File: config.mk
export PLATFORM = sky130hd
export DESIGN_NAME = mulf_sp
export DESIGN_NICKNAME = d
export VERILOG_FILES = /design/src/rtl/mulf_sp.sv
export SDC_FILE = /design/constraint.sdc
export NUM_CORES = 2
export LEC_CHECK = 0
export CORE_MARGIN = 5
export CORE_UTILIZATION = 45
export CTS_BUF_LIST = sky130_fd_sc_hd__clkbuf_4
export DETAILED_ROUTE_END_ITERATION = 10
export PLACE_DENSITY = 0.66
export SETUP_SLACK_MARGIN = 0.05
export SLEW_MARGIN = 5
export SYNTH_ARGS = -nofsm -noshare
export SYNTH_HDL_FRONTEND = slang
export SYNTH_SLANG_ARGS = --single-unit
File: constraint.sdc
create_clock -name clk -period 14.95 [get_ports clk]
set_input_delay 2.2425 -clock clk [delete_from_list [all_inputs] [get_ports clk]]
set_output_delay 2.2425 -clock clk [all_outputs]
set_load 0.02 [all_outputs]
File: src/rtl/mulf_sp.sv
// Binary32 floating-point multiplier: single-cycle combinational core with a registered result stage.
// Denormal operands are treated as zero and results never come out denormal.
module mulf_sp (
  input  logic        clk,
  input  logic        rst,
  input  logic        in_valid,
  input  logic [31:0] a,
  input  logic [31:0] b,
  output logic        out_valid,
  output logic [31:0] s,
  output logic        overflow,
  output logic        underflow,
  output logic        invalid,
  output logic [23:0] smant,
  output logic [7:0]  sexp
);

  logic              sign;
  logic [7:0]        ea, eb;
  logic [22:0]       fa, fb;
  logic              a_zero, b_zero, a_inf, b_inf, a_nan, b_nan;
  logic [47:0]       prod;
  logic signed [9:0] exp_sum, exp_n, exp_f;
  logic [23:0]       mant_n, mant_f;
  logic [24:0]       mant_r;
  logic              guard, sticky, round_up;

  logic [31:0]       s_d;
  logic              ovf_d, unf_d, inv_d;
  logic [23:0]       smant_d;
  logic [7:0]        sexp_d;

  assign sign   = a[31] ^ b[31];
  assign ea     = a[30:23];
  assign eb     = b[30:23];
  assign fa     = a[22:0];
  assign fb     = b[22:0];
  assign a_zero = (ea == 8'd0);
  assign b_zero = (eb == 8'd0);
  assign a_inf  = (ea == 8'hff) && (fa == 23'd0);
  assign b_inf  = (eb == 8'hff) && (fb == 23'd0);
  assign a_nan  = (ea == 8'hff) && (fa != 23'd0);
  assign b_nan  = (eb == 8'hff) && (fb != 23'd0);

  assign prod    = {1'b1, fa} * {1'b1, fb};
  assign exp_sum = $signed({2'b00, ea}) + $signed({2'b00, eb}) - 10'sd127;

  always_comb begin
    if (prod[47]) begin
      mant_n = prod[47:24];
      guard  = prod[23];
      sticky = |prod[22:0];
      exp_n  = exp_sum + 10'sd1;
    end else begin
      mant_n = prod[46:23];
      guard  = prod[22];
      sticky = |prod[21:0];
      exp_n  = exp_sum;
    end
  end

  // Round to nearest, ties to even; a carry out renormalises by one place.
  assign round_up = guard & (sticky | mant_n[0]);
  assign mant_r   = {1'b0, mant_n} + {24'd0, round_up};

  always_comb begin
    if (mant_r[24]) begin
      mant_f = mant_r[24:1];
      exp_f  = exp_n + 10'sd1;
    end else begin
      mant_f = mant_r[23:0];
      exp_f  = exp_n;
    end
  end

  always_comb begin
    s_d     = {sign, 31'd0};
    ovf_d   = 1'b0;
    unf_d   = 1'b0;
    inv_d   = 1'b0;
    smant_d = 24'd0;
    sexp_d  = 8'd0;
    if (a_nan || b_nan || (a_inf && b_zero) || (b_inf && a_zero)) begin
      s_d    = {sign, 31'h7fc00000};
      inv_d  = 1'b1;
      sexp_d = 8'hff;
    end else if (a_inf || b_inf) begin
      s_d    = {sign, 8'hff, 23'd0};
      sexp_d = 8'hff;
    end else if (a_zero || b_zero) begin
      s_d = {sign, 31'd0};
    end else if (exp_f >= 10'sd255) begin
      s_d    = {sign, 8'hff, 23'd0};
      ovf_d  = 1'b1;
      sexp_d = 8'hff;
    end else if (exp_f <= 10'sd0) begin
      s_d   = {sign, 31'd0};
      unf_d = 1'b1;
    end else begin
      smant_d = mant_f;
      sexp_d  = exp_f[7:0];
      s_d     = {sign, exp_f[7:0], mant_f[22:0]};
    end
  end

  always_ff @(posedge clk) begin
    if (rst) begin
      out_valid <= 1'b0;
      s         <= 32'd0;
      overflow  <= 1'b0;
      underflow <= 1'b0;
      invalid   <= 1'b0;
      smant     <= 24'd0;
      sexp      <= 8'd0;
    end else begin
      out_valid <= in_valid;
      if (in_valid) begin
        s         <= s_d;
        overflow  <= ovf_d;
        underflow <= unf_d;
        invalid   <= inv_d;
        smant     <= smant_d;
        sexp      <= sexp_d;
      end
    end
  end

endmodule

==> impl_metrics.tcl <==
set metrics [dict create \
    ys_warn_count 0 \
    cts_buffers 5 \
    slew_violations 0 \
    grt_max_degree 48 \
    cap_violations 0 \
    r2r_end "s[22]$_SDFFE_PP0P_" \
    io_buffers 134 \
    vias 20050 \
    final.setup_skew_ps 0 \
    hpwl_mm 60.10 \
    async_flop_share 0 \
    syn_nets 3637 \
    grt_use_total 0.2540 \
    die_w_um 240.5 \
    crit_path_end_kind "register" \
    synth-seq-cells 38 \
    critPathMaxFanout 24 \
    slowest_delay_ps 1010 \
    antenna_left 0 \
    tritoncts "done" \
    cts_resized 0 \
    layout_commonest_cell "inv_1" \
    post_cts_buffers 0 \
    worst-r2r-setup-slack_ps 13990 \
    start_util 0.4542 \
    syn_inst 2896 \
    crit_required_ps 15230 \
    status "finished, final reports clean" \
    path_clk_slew_ps 110 \
    fmax_mhz 72.39 \
    rsz0062_at_grt "no" \
    fp-row-count 84 \
    h-tree-depth 2 \
    cts_hold_buf 0 \
    hold_ws_ps 473.8 \
    synth_area_per_cell_um2 8.259 \
    gp_congestion 0.9474 \
    drt-initial-drc-count 1463 \
    area_growth_pct 7.476 \
    synth_area_leader_cell "fa_1" \
    final_cell_mix "inv_1 (603), fa_1 (483), nand2_1 (371)" \
    hp-start "underflow$_SDFFE_PP0P_" \
    critPathBufInv 8 \
    synth-main-ff-cell "dfxtp_1" \
    tightest_slew_ps 1291 \
    r2r-start "s[22]$_SDFFE_PP0P_" \
    synth_edf_count 0 \
    crit_family "adder cells" \
    antenna_cells 0 \
    place_inst 3589 \
    crit_type "input pin to register" \
    grt_pass1_vias 21920 \
    grt_pass1_wl_mm 117.3 \
    wl_per_cell_um 20.07 \
    rr_worst_depth 4 \
    fin_cells 3596 \
    num_io_pins 135 \
    cts_buffer_depth 2 \
    synth_cell_type_count 91 \
    min_period_ps 13810 \
    drc 0 \
    max_slew_margin 0.1367 \
    drt_wl_total_mm 72.17 \
    holdPathEnd "underflow$_SDFFE_PP0P_" \
    clk-insertion-delay-late_ps 340 \
    vias_per_cell 5.577 \
    layout.nets 3649 \
    core-area_um2 52660 \
    yosys-top-cells-area "fa_1 (40%), ha_1 (10%), inv_1 (9.5%)" \
    drive_gt1_frac 0.03232 \
    finalSetupViolations 0 \
    num-fill-cells 5095 \
    yosysTopAreaCellShare 0.4043 \
    root_buffer "clkbuf_4" \
    hold_path.class "register to register" \
    hold_viol_final 0 \
    arrival_ps 14100 \
    antenna_found_initial 1 \
    die_h_um 240.5 \
    tns_ps 0 \
    holdPathStages 2 \
    clkSinkCount 38 \
    drt_pre_antenna_iters 7 \
    die-area_um2 57860 \
    syn_area_um2 23920 \
    cpMaxStageDelayCell "clkdlybuf4s50_1" \
    ys_seq_area_frac 0.03181 \
    grt.overflow.total 0 \
    fin_crit_sh 0.9240 \
    critPathLaunchType "input pin" \
]
[layer usage]
metal	global-route usage	part of all wire	vias up
met5	0	0	-
met4	0.08270	0.042	0
met3	0.02571	0.059	166
met2	0.4412	0.49	738
met1	0.3359	0.41	10190
li1	-	-	8958
[layout make-up]
class | count | area (um^2) | area share
multi-input cells | 2078 | 20080 | 0.7813
inverters | 606 | 2275 | 0.08849
repair buffers | 179 | 1679 | 0.06532
well taps | 688 | 860.8 | 0.03349
flip-flops and latches | 38 | 760.7 | 0.02959
clock buffers | 5 | 37.54 | 0.001460
clock inverters | 2 | 10.01 | 0.0003894
[flip-flops by register name (all words and copies together), names as in the netlist]
| signal | cells |
|---|---|
| invalid | 1 |
| out_valid | 1 |
| overflow | 1 |
| s | 32 |
| smant | 2 |
| underflow | 1 |
[how the worst max path moves through the flow]
stage | end | slack [ps] | depth (start not counted) | start
2_1_floorplan | overflow$_SDFFE_PP0P_ | 2470 | 41 | b[3]
3_3_place_gp | s[13]$_SDFFE_PP0P_ | 1230 | 35 | b[12]
3_5_place_dp | s[1]$_SDFFE_PP0P_ | 850 | 35 | b[12]
4_1_cts | s[1]$_SDFFE_PP0P_ | 1190 | 35 | b[12]
5_1_grt | s[1]$_SDFFE_PP0P_ | 500 | 35 | b[12]
6_report | s[9]$_SDFFE_PP0P_ | 1140 | 35 | b[12]
[logic make-up after synthesis]
family	share of synthesized area
compound gates	0.09663
xor+xnor	0.03223
mux	0.005598
simple gates	0.2003
flops	0.03181
fa+ha+maj	0.5046
buf+inv	0.1288
[worst min-delay path, cell delays in order, from the launching register on]
cell,delay (ps)
dfxtp_1,340
nand2_1,50
o21ai_0,60
[cell usage after synthesis (32+ instances only)]
library cell / number
nor2_1: 143
inv_1: 603
a21oi_1: 88
o21ai_0: 62
buf_4: 34
dfxtp_1: 38
xnor2_1: 53
nand4_1: 32
clkbuf_1: 115
nand2_1: 371
and2_1: 255
ha_1: 191
nor3_1: 41
fa_1: 483
[through the flow]
| step | worst slack, ps | instance area, um^2 | utilization |
|---|---|---|---|
| floorplan | 2470 | 23920 | - |
| global placement | 1233 | 25660 | 0.4873 |
| detailed placement | 845.8 | 25660 | 0.4873 |
| CTS | 1191 | 25700 | 0.4882 |
| global route | 499.2 | 25700 | 0.4882 |
| finish | 1137 | 25700 | 0.4882 |
Power is left out: the tool's default activity adds up to more than one toggle a clock period on the data nets, which glitch-free logic cannot reach.
==> patch 1: new RTL, config.mk and constraints unchanged <==
Register the output `underflow` once more; this adds one clock of latency there. The other outputs are not delayed to match.
--- a/src/rtl/mulf_sp.sv
+++ b/src/rtl/mulf_sp.sv
@@ -14,6 +14,8 @@
   output logic [23:0] smant,
   output logic [7:0]  sexp
 );
+
+  logic underflow_s0;
 
   logic              sign;
   logic [7:0]        ea, eb;
@@ -108,7 +110,7 @@
       out_valid <= 1'b0;
       s         <= 32'd0;
       overflow  <= 1'b0;
-      underflow <= 1'b0;
+      underflow_s0 <= 1'b0;
       invalid   <= 1'b0;
       smant     <= 24'd0;
       sexp      <= 8'd0;
@@ -117,7 +119,7 @@
       if (in_valid) begin
         s         <= s_d;
         overflow  <= ovf_d;
-        underflow <= unf_d;
+        underflow_s0 <= unf_d;
         invalid   <= inv_d;
         smant     <= smant_d;
         sexp      <= sexp_d;
@@ -125,5 +127,9 @@
     end
   end
 
+  always_ff @(posedge clk) begin
+    underflow <= underflow_s0;
+  end
+
 endmodule
 
Check against the original RTL: not equivalent (Yosys sat finds a counterexample within 4 cycles, from zero or initial values and one cycle with rst high).
==> patch 1 against the unedited design <==
Wire length down 2.3%. Sequential cell count is 1 higher. Setup slack better by 120 ps. Clock skew about the same. Synthesized area is 1.0% lower. Design area shrank 0.51%. First-iteration DRC count up 3.0%. Final cell count down 1.3%. Critical endpoint is now s[13].
Power is left out: the tool's default activity adds up to more than one toggle a clock period on the data nets, which glitch-free logic cannot reach.
==> patch 1: results (changes against the unedited design) <==
| Metric | Value |
|---|---|
| Via/cell ratio | 5.57 (-0.16%) |
| Yosys cell types | 99 (+8.8%) |
| Crit-path max FO | 25 (+4.2%) |
| Worst Path Arrival | 13990 ps (-110 ps) |
| Wire length on met2 | 34.7 mm (-2.2%) |
| Wire length per cell | 19.9 um (-0.96%) |
| H-tree lvl count | 2 (unchanged) |
| GRT Util Overall | 0.250 (-0.00382) |
| Most frequent cells after synthesis | inv_1, fa_1, nand2_1 |
| # diodes | 0 (unchanged) |
| Largest net degree at the start of global routing | 27 (-44%) |
| Global placer's final weighted congestion | 0.938 (-0.96%) |
| Seq/Total Area, Yosys | 0.0330 (+0.00117) |
| Port bufs | 134 (unchanged) |
| Vias | 19755 (-1.5%) |
| Routed met3 length | 4.04 mm (-5.3%) |
| Cts repair resizes | 0 (unchanged) |
| Worst slew pin tran | 1260 ps (-31.5 ps) |
| Metal1 wirelength | 28.3 mm (-4.0%) |
| HPWL after DPL | 58.3 mm (-3.0%) |
| Number of fill cells | 5045 (-0.98%) |
| Mean Syn Cell Area | 8.38 um^2 (+1.4%) |
| Status | finished, final reports clean |
| Final net count | 3600 (-1.3%) |
| Vias in the first global route | 21452 (-2.1%) |
| Clock Skews | 0.0371 ps (+0.0371 ps) |
| Antenna violations before repair | 0 (-1) |
| DRT Pass-1 Iters | 6 (-1) |
| First-pass GRT wire length | 115 mm (-2.1%) |
| Crit-path max cell delay | 1060 ps (+50 ps) |
| DRT iter0 DRCs | 1507 (+3.0%) |
| Placed cells | 3540 (-1.4%) |
| Layout cells sized above 1 | 0.0350 (+0.00264) |
| Area contributors post-synth | fa_1, ha_1, inv_1 |
patch 1: cell count changes after synthesis, sizes merged, moves of 8 or more:
cell    change
buf        -10
a22o        -9
xnor2       -9
nor2       -26
o21bai      -8
nand4      -12
clkbuf     -10
patch 1: cell type report:
type / instances / area share
Tap cell: 688 / 0.0337
Clock buffer: 5 / 0.00147
Inverter: 599 / 0.0879
Timing Repair Buffer: 179 / 0.0657
Multi-Input combinational cell: 2035 / 0.779
Sequential cell: 39 / 0.0305
Clock inverter: 3 / 0.00171
patch 1: kinds of logic (layout without fill, tap and decap cells):
kind of cell,Yosys count,in the layout,share of synthesized area
adder cells (fa/ha/maj),675,675,0.510
flip-flops,39,39,0.0330
AND/OR/NAND/NOR,945,945,0.203
AO/OA/AOI/OAI,328,328,0.0951
buffers and inverters,753,786,0.126
multiplexers,14,14,0.00602
XOR/XNOR,73,73,0.0276
patch 1: per-stage QoR:
step / instance area, um^2 / worst slack, ps / hold slack [ps]
final: 25600 / 1260 / 362
after global routing: 25600 / 583 / 369
after CTS: 25600 / 1450 / 362
after detailed placement: 25500 / 1150 / 344
after global placement: 25500 / 1510 / 345
after floorplan: 23700 / 3640 / 331
patch 1: final timing paths:
check                from        end  slack, ps  depth (start not counted)
max                  b[8]      s[13]       1260                         36
min          underflow_s0  underflow        360                          0
min reg2reg  underflow_s0  underflow        360                          0
max reg2reg         s[22]      s[22]      14100                          3
patch 1: critical path: cells and delay by family:
kind	cells	cell delay, ps
compound gates	8	2310
simple gates	10	2940
buf+inv	9	2410
fa+ha+maj	9	4050
patch 1: routing by layer:
| metal | GRT usage | up-vias |
|---|---|---|
| met4 | 0.0993 | 0 |
| met3 | 0.0264 | 177 |
| met1 | 0.320 | 10024 |
| li1 | - | 8811 |
| met5 | 0 | - |
| met2 | 0.436 | 743 |
==> patch 2: new RTL, same settings <==
Made on the original files. Remove the register `out_valid`: a continuous assignment takes its place, so the output `out_valid` follows one clock earlier.
--- a/src/rtl/mulf_sp.sv
+++ b/src/rtl/mulf_sp.sv
@@ -105,7 +105,6 @@
 
   always_ff @(posedge clk) begin
     if (rst) begin
-      out_valid <= 1'b0;
       s         <= 32'd0;
       overflow  <= 1'b0;
       underflow <= 1'b0;
@@ -113,7 +112,6 @@
       smant     <= 24'd0;
       sexp      <= 8'd0;
     end else begin
-      out_valid <= in_valid;
       if (in_valid) begin
         s         <= s_d;
         overflow  <= ovf_d;
@@ -125,5 +123,7 @@
     end
   end
 
+  assign out_valid = in_valid;
+
 endmodule
 
Function: changed (a bounded check fails within 4 cycles, from zero or initial values and one cycle with rst high).
==> patch 2 against the unedited design <==
Non-clock buffer count rose by 10. Sequential share of layout area is essentially flat. Global-route usage fell by 1.2 points. Sequential cell count decreased by 1. Setup slack gained 390 ps. Core utilization up 0.33 points. Design area is 1.5% lower. Synthesized area shrank 1.8%. Die area decreased by 1.8%. Wire length fell by 5.7%. Critical path type unchanged. Highest routed layer unchanged.
Power is left out: the tool's default activity adds up to more than one toggle a clock period on the data nets, which glitch-free logic cannot reach.
==> patch 2: results (changes against the unedited design) <==
| Metric | Value |
|---|---|
| GRT met2 Usage | 0.421 (-0.0204) |
| Status | finished, final reports clean |
| GRT Util Overall | 0.242 (-0.0119) |
| Cts repair resizes | 0 (unchanged) |
| Mapped Cells | 2809 (-3.0%) |
| Met3 usage | 0.0321 (+0.00642) |
| Wire length per cell | 19.4 um (-3.5%) |
| First-pass GRT wire length | 111 mm (-5.4%) |
| Crit-path max FO | 25 (+4.2%) |
| Most frequent cells after synthesis | inv_1, fa_1, nand2_1 |
| Area contributors post-synth | fa_1, ha_1, inv_1 |
| Placed cells | 3506 (-2.3%) |
| Global placer's final weighted congestion | 0.926 (-2.3%) |
| Met1 Use GR | 0.312 (-0.0235) |
| Worst Path Arrival | 13710 ps (-390 ps) |
| Flop2flop setup slack | 14040 ps (+50 ps) |
| Largest net degree at the start of global routing | 38 (-21%) |
| Syn_nets | 3550 (-2.4%) |
| Vias in the first global route | 20849 (-4.9%) |
| Seq/Total Area, Yosys | 0.0315 (-0.000259) |
| DRT Pass-1 Iters | 6 (-1) |
| Antenna violations before repair | 0 (-1) |
| Worst slew pin tran | 1170 ps (-120 ps) |
| WL final | 68.1 mm (-5.7%) |
| DRT iter0 DRCs | 1355 (-7.4%) |
| Layout cells sized above 1 | 0.0328 (+0.000491) |
==> patch 2: kinds of logic after synthesis <==
kind of cell             after synthesis  synth area share
AND/OR/NAND/NOR                      925             0.195
buffers and inverters                775             0.133
adder cells (fa/ha/maj)              675             0.514
AO/OA/AOI/OAI                        290            0.0848
XOR/XNOR                              90            0.0339
flip-flops                            37            0.0315
multiplexers                          17           0.00751
==> patch 2: final timing paths <==
path / to / from / cells past startpoint
max: s[9] / b[6] / 32
min: underflow / underflow / 2
max reg2reg: s[22] / s[22] / 4
min reg2reg: underflow / underflow / 2
==> patch 2: metal layers <==
layer / vias to the layer above / wire length (um)
li1: 8661 / -
met1: 9769 / 27600
met2: 684 / 33400
met3: 151 / 4080
met4: 0 / 2960
met5: - / 0
==> patch 2: layout make-up <==
type                            count  area, um^2  area share
Tap cell                          680         851      0.0336
Inverter                          603        2260      0.0894
Multi-Input combinational cell   1997       19600       0.775
Sequential cell                    37         741      0.0293
Clock buffer                        5        37.5     0.00148
Clock inverter                      3        41.3     0.00163
Timing Repair Buffer              189        1750      0.0693
Antenna cell                        1        2.50   0.0000988
==> patch 2: per-stage QoR <==
stage / setup slack [ps] / instance area [um^2] / hold WS (ps)
floorplan: 2490 / 23500 / 530
global placement: 1560 / 25200 / 447
detailed placement: 1280 / 25200 / 447
CTS: 1630 / 25300 / 474
global route: 853 / 25300 / 502
finish: 1530 / 25300 / 474
==> patch 2: worst max-delay path, delay by kind of cell <==
| kind | cells | cell delay (ps) |
|---|---|---|
| AO/OA/AOI/OAI | 6 | 1520 |
| adder cells (fa/ha/maj) | 9 | 4120 |
| XOR/XNOR | 1 | 140 |
| AND/OR/NAND/NOR | 11 | 4340 |
| buffers and inverters | 5 | 1300 |
